[src/rtl/cory_arb_pkg.sv]
// Shared types and helpers for the cory round-robin arbiter.
package cory_arb_pkg;

  localparam int unsigned RR_M_MAX = 16;
  localparam int unsigned RR_M_DEF = 4;
  localparam int unsigned RR_B_DEF = 2;

  typedef struct packed {
    logic       found;
    logic [3:0] idx;
  } rr_pick_t;

  // Priority pointer rests on the last requester, so requester 0 wins first.
  function automatic int unsigned rr_ptr_rst(input int unsigned m);
    return m - 1;
  endfunction

  // First set bit of req searching ptr+1, ptr+2, ... modulo m.
  function automatic rr_pick_t rr_pick(input logic [RR_M_MAX-1:0] req,
                                       input int unsigned         ptr,
                                       input int unsigned         m);
    rr_pick_t   res;
    logic [3:0] k;
    res = '0;
    for (int unsigned i = 1; i <= RR_M_MAX; i++) begin
      k = 4'((ptr + i) % m);
      if (i <= m && !res.found && req[k]) begin
        res.found = 1'b1;
        res.idx   = k;
      end
    end
    return res;
  endfunction

endpackage

[src/rtl/cory_rr_pick.sv]
// Combinational round-robin selector: next requester after ptr with valid set.
module cory_rr_pick
  import cory_arb_pkg::*;
#(
  parameter int unsigned M = RR_M_DEF,
  parameter int unsigned B = RR_B_DEF
) (
  input  logic [M-1:0] req_i,
  input  logic [B-1:0] ptr_i,
  output logic         found_o,
  output logic [B-1:0] idx_o
);

  logic [RR_M_MAX-1:0] req_ext;
  rr_pick_t            pick;

  always_comb begin
    req_ext = RR_M_MAX'(req_i);
    pick    = rr_pick(req_ext, 32'(ptr_i), M);
    found_o = pick.found;
    idx_o   = '0;
    for (int unsigned k = 0; k < M; k++) begin
      if (pick.idx == 4'(k)) idx_o = B'(k);
    end
  end

endmodule

[src/rtl/cory_rr_arb.sv]
// Round-robin arbiter of M valid/ready requesters onto one sink, packet-locked.
module cory_rr_arb
  import cory_arb_pkg::*;
#(
  parameter int unsigned N = 64,
  parameter int unsigned M = RR_M_DEF,
  parameter int unsigned B = RR_B_DEF
) (
  input  logic           clk,
  input  logic           reset_n,
  input  logic [M-1:0]   i_v,
  input  logic [M*N-1:0] i_d,
  input  logic [M-1:0]   i_l,
  output logic [M-1:0]   o_r,
  output logic           o_v,
  output logic [N-1:0]   o_d,
  output logic           o_l,
  input  logic           i_r,
  output logic [M-1:0]   o_g,
  output logic [B-1:0]   o_idx
);

  localparam logic [B-1:0] PTR_RST = B'(rr_ptr_rst(M));

  logic [B-1:0] ptr_q, ptr_d;
  logic [B-1:0] own_q, own_d;
  logic         own_v_q, own_v_d;

  logic         pick_found;
  logic [B-1:0] pick_idx;
  logic [B-1:0] sel;
  logic [M-1:0] sel_oh;
  logic         v_int, l_int, hs;
  logic [N-1:0] d_int;

  cory_rr_pick #(.M(M), .B(B)) u_pick (
    .req_i   (i_v),
    .ptr_i   (ptr_q),
    .found_o (pick_found),
    .idx_o   (pick_idx)
  );

  // Outputs are gated by reset_n so nothing is presented while in reset.
  always_comb begin
    sel    = own_v_q ? own_q : pick_idx;
    sel_oh = '0;
    v_int  = 1'b0;
    l_int  = 1'b0;
    d_int  = '0;
    o_r    = '0;
    for (int unsigned k = 0; k < M; k++) begin
      if (sel == B'(k)) begin
        sel_oh[k] = 1'b1;
        v_int     = own_v_q ? i_v[k] : pick_found;
        d_int     = i_d[k*N +: N];
        l_int     = i_l[k];
        o_r[k]    = i_r & reset_n;
      end
    end
    o_v   = v_int & reset_n;
    o_d   = reset_n ? d_int : '0;
    o_l   = l_int & reset_n;
    o_g   = o_v ? sel_oh : '0;
    o_idx = o_v ? sel : '0;
    hs    = o_v & i_r;
  end

  // A presented beat locks the owner whether or not it was accepted,
  // unless it is an accepted last beat.
  always_comb begin
    ptr_d   = ptr_q;
    own_d   = own_q;
    own_v_d = own_v_q;
    if (hs && o_l) begin
      own_v_d = 1'b0;
      ptr_d   = sel;
    end else if (o_v) begin
      own_v_d = 1'b1;
      own_d   = sel;
    end
  end

  always_ff @(posedge clk or negedge reset_n) begin
    if (!reset_n) begin
      ptr_q   <= PTR_RST;
      own_q   <= '0;
      own_v_q <= 1'b0;
    end else begin
      ptr_q   <= ptr_d;
      own_q   <= own_d;
      own_v_q <= own_v_d;
    end
  end

endmodule
[config.mk]
export PLATFORM = sky130hd
export DESIGN_NAME = cory_rr_arb
export DESIGN_NICKNAME = d
export VERILOG_FILES = /design/src/rtl/cory_arb_pkg.sv /design/src/rtl/cory_rr_pick.sv /design/src/rtl/cory_rr_arb.sv
export SDC_FILE = /design/constraint.sdc
export NUM_CORES = 1
export LEC_CHECK = 0
export CAP_MARGIN = 10
export CORE_AREA = 2 2 131 133
export CTS_CLUSTER_DIAMETER = 120
export CTS_CLUSTER_SIZE = 8
export DETAILED_ROUTE_END_ITERATION = 10
export DIE_AREA = 0 0 133 135
export HOLD_SLACK_MARGIN = 0.05
export PLACE_DENSITY = 0.6
export REMOVE_ABC_BUFFERS = 1
export SYNTH_ARGS = -nofsm -noshare
export SYNTH_HDL_FRONTEND = slang
export SYNTH_SLANG_ARGS = --single-unit
[constraint.sdc]
create_clock -name clk -period 8.3 [get_ports clk]
set_clock_uncertainty 0.05 [all_clocks]
set_input_delay 2.075 -clock clk [delete_from_list [all_inputs] [get_ports clk]]
set_output_delay 2.075 -clock clk [all_outputs]
set_load 0.005 [all_outputs]
==> results.py, run 1 <==
metrics = {
    "pwr": {
        "finalPower_w": 0.00132,
        "leakagePower_nw": 2.24,
        "p_int_w": 0.000858,
        "pwr-share-comb_pct": 89.9,
        "ir_drop_mv": 0.159,
        "p_sw_share_pct": 35.0,
        "p_sw_w": 0.000461,
        "p_clk_share_pct": 6.1,
        "pwr-share-seq_pct": 4.0,
        "power.density_mw_per_mm2": 211,
    },
    "logic_synthesis": {
        "synth_area_leaders": "mux4_2, and2_1, dfrtp_1",
        "syn_avg_cell_area_sq_um": 11.7,
        "ys_seq_area_share_pct": 5.03,
        "synth_most_common_cell": "and2_1",
        "syn_area_sq_mm": 0.00254,
        "synth_ff_type": "dfrtp_1",
        "synth_seq_cells": 5,
        "syn_inst": 217,
        "synth_top_area_cell": "mux4_2",
        "ys_warn_count": 0,
        "synth_edf_count": 0,
        "synth_cell_types": 40,
        "yosysTopAreaCellShare_pct": 56.8,
        "async_flop_share_pct": 100,
        "synth_common_cells": "and2_1, mux4_2, clkbuf_1, nor2_1",
    },
    "cts": {
        "clockRootBuffer": "clkbuf_16",
        "cts_sinks": 5,
        "clock_latency_ns": 0.23,
        "clk_path_buf_depth": 2,
        "cts_made_buffers": 3,
        "cts_tree": "done",
        "ctsHoldBuffers": 0,
        "clk_pin_slew_worst_paths_ns": 0.03,
        "cts_max_level": 1,
        "cts_setup_buffers": 0,
        "post_cts_resized": 0,
    },
    "grt": {
        "grt_max_degree": 40,
        "grt_pass1_wl_mm": 22.6,
        "gr-total-overflow": 0,
        "grt_pass1_vias": 3671,
        "track_usage_pct": 16.3,
        "antenna_found_initial": 1,
    },
    "finish": {
        "nFillCells": 1585,
        "areaGrowthSynthToFinish_pct": 146,
        "final_net_count": 814,
        "fin_area_sq_mm": 0.00625,
        "drive_gt1_share_pct": 15.4,
        "multi_input_area_sq_mm": 0.00226,
        "final-seq-area_sq_um": 128,
    },
    "worst_setup_path": {
        "cp.required_ns": 6.18,
        "critPathLaunchType": "input port",
        "arrival_ns": 5.16,
        "path_class": "input port to output port",
        "worst-path-max-fanout": 35,
        "worstSetupEndpointType": "output port",
    },
    "route": {
        "first_pass_iters": 4,
        "wl_per_cell_um": 20.4,
        "drc": 0,
        "avgViaCountPerCell": 4.43,
        "ant_nets": 0,
        "drt_iter0_drc": 97,
        "wl_mm": 15.6,
        "vias": 3399,
    },
    "floorplanning": {
        "die_h_um": 135,
        "row_count": 47,
        "pin_count": 343,
        "die_x_um": 133,
        "initial_core_util_pct": 15.5,
        "fp.dieArea_sq_mm": 0.0180,
        "core_area_sq_mm": 0.0164,
    },
    "sta": {
        "rsz0062_at_grt": "no",
        "fin_crit_sh_pct": 87.8,
        "worst_slew_pin_slew_ns": 0.807,
        "drv_slew": 0,
        "fin_crit_ns": 7.28,
        "tns_ns": 0,
        "relSlewSlack_pct": 46.2,
        "setup_viol": 0,
        "hold_violations": 0,
        "fin_ws_ns": 1.02,
        "timing.fmax_mhz": 137,
    },
    "outcome": {
        "status": "finished clean",
    },
    "placement": {
        "placed_area_sq_mm": 0.00617,
        "pre_cts_ws_ns": 0.984,
        "io_buffers": 342,
        "place_congestion": 0.930,
        "hpwlAfterDp_mm": 13.2,
    },
    "worst_hold_path": {
        "hold_path.class": "register to register",
    },
    "job": {
        "maxCapViolCount": 0,
    },
}
==> power groups by stage <==
stage	Sequential (W)	Clock [W]	Combinational, W
after CTS	0.0000526	0.0000803	0.00120
final	0.0000532	0.0000800	0.00119
after global placement	0.0000527	0	0.00119
after detailed placement	0.0000527	0	0.00120
after global routing	0.0000557	0.0000839	0.00127
after floorplan	0.0000487	0	0.000717
==> metrics by stage <==
stage,util [%],hold slack [ns],std cells
final,38.1,0.505,767
after global routing,38.1,0.549,766
after CTS,38.1,0.509,766
after detailed placement,37.6,0.501,762
after global placement,37.6,0.503,762
after floorplan,-,0.459,194
==> cell usage in the layout (no fill, tap or decap), drive strengths merged, types with 2 or more instances in the layout <==
cell,count
a21oi,3
and2,66
and3,2
buf,7
clkbuf,4
clkdlybuf4s50,341
dfrtp,3
dfstp,2
inv,5
mux2,2
mux2i,6
mux4,64
nand2,4
nand2b,2
nor2,8
nor2b,3
nor3,2
nor3b,2
o211a,2
o22ai,3
==> layout make-up <==
type | count | area share, %
tap | 220 | 4.40
timing repair buffer | 348 | 55.8
clock buffer | 4 | 1.26
antenna | 1 | 0.0400
sequential | 5 | 2.04
inverter | 5 | 0.300
multi-input combinational | 184 | 36.1
==> state kept, by name, summed over array words and instances (netlist names) <==
register	count
own_q	2
own_v_q	1
ptr_q	2
==> cells by family (layout without fill, tap and decap cells) <==
| kind of cell | after synthesis | count (layout) | synth area share [%] |
|---|---|---|---|
| mux | 72 | 72 | 60.8 |
| compound gates | 20 | 20 | 6.31 |
| flops | 5 | 5 | 5.03 |
| buf+inv | 28 | 357 | 6.26 |
| other cells | 0 | 1 | 0 |
| simple gates | 92 | 92 | 21.5 |
==> final timing paths <==
kind	start	to	slack, ns	cells after the start
worst max-delay path	i_v[1]	o_d[21]	1.02	8
min in group asynchronous	reset_n	own_v_q	2.34	2
worst max register to register	ptr_q[0]	own_q[0]	5.38	7
max in group asynchronous	reset_n	ptr_q[0]	5.56	2
worst min-delay path	own_q[0]	own_q[0]	0.51	1
worst min register to register	own_q[0]	own_q[0]	0.51	1
==> layer usage <==
metal / GRT usage, % / wire, um / share of wire, % / vias to the layer above
li1: - / - / - / 1531
met1: 19.9 / 6110 / 39 / 1663
met2: 29.0 / 8010 / 51 / 177
met3: 3.72 / 1150 / 7.4 / 28
met4: 4.06 / 353 / 2.3 / 0
met5: 0 / 0 / 0 / -
==> critical path, stage by stage <==
cell and delay (ns):
clkdlybuf4s50_1 0.51, mux2_4 0.32, a221oi_2 0.29, a21o_4 0.40
buf_12 0.32, mux4_2 0.54, and2_1 0.20, clkdlybuf4s50_1 0.45
Power figures use the tool's default switching activity.
==> inputs of run 2 (changes only) <==
--- a/config.mk
+++ b/config.mk
@@ -17,3 +17,4 @@
 export SYNTH_ARGS = -nofsm -noshare
 export SYNTH_HDL_FRONTEND = slang
 export SYNTH_SLANG_ARGS = --single-unit
+export TNS_END_PERCENT = 1
==> results of run 2 <==
The final DEF is identical to that of run 1; final timing and power are the same.
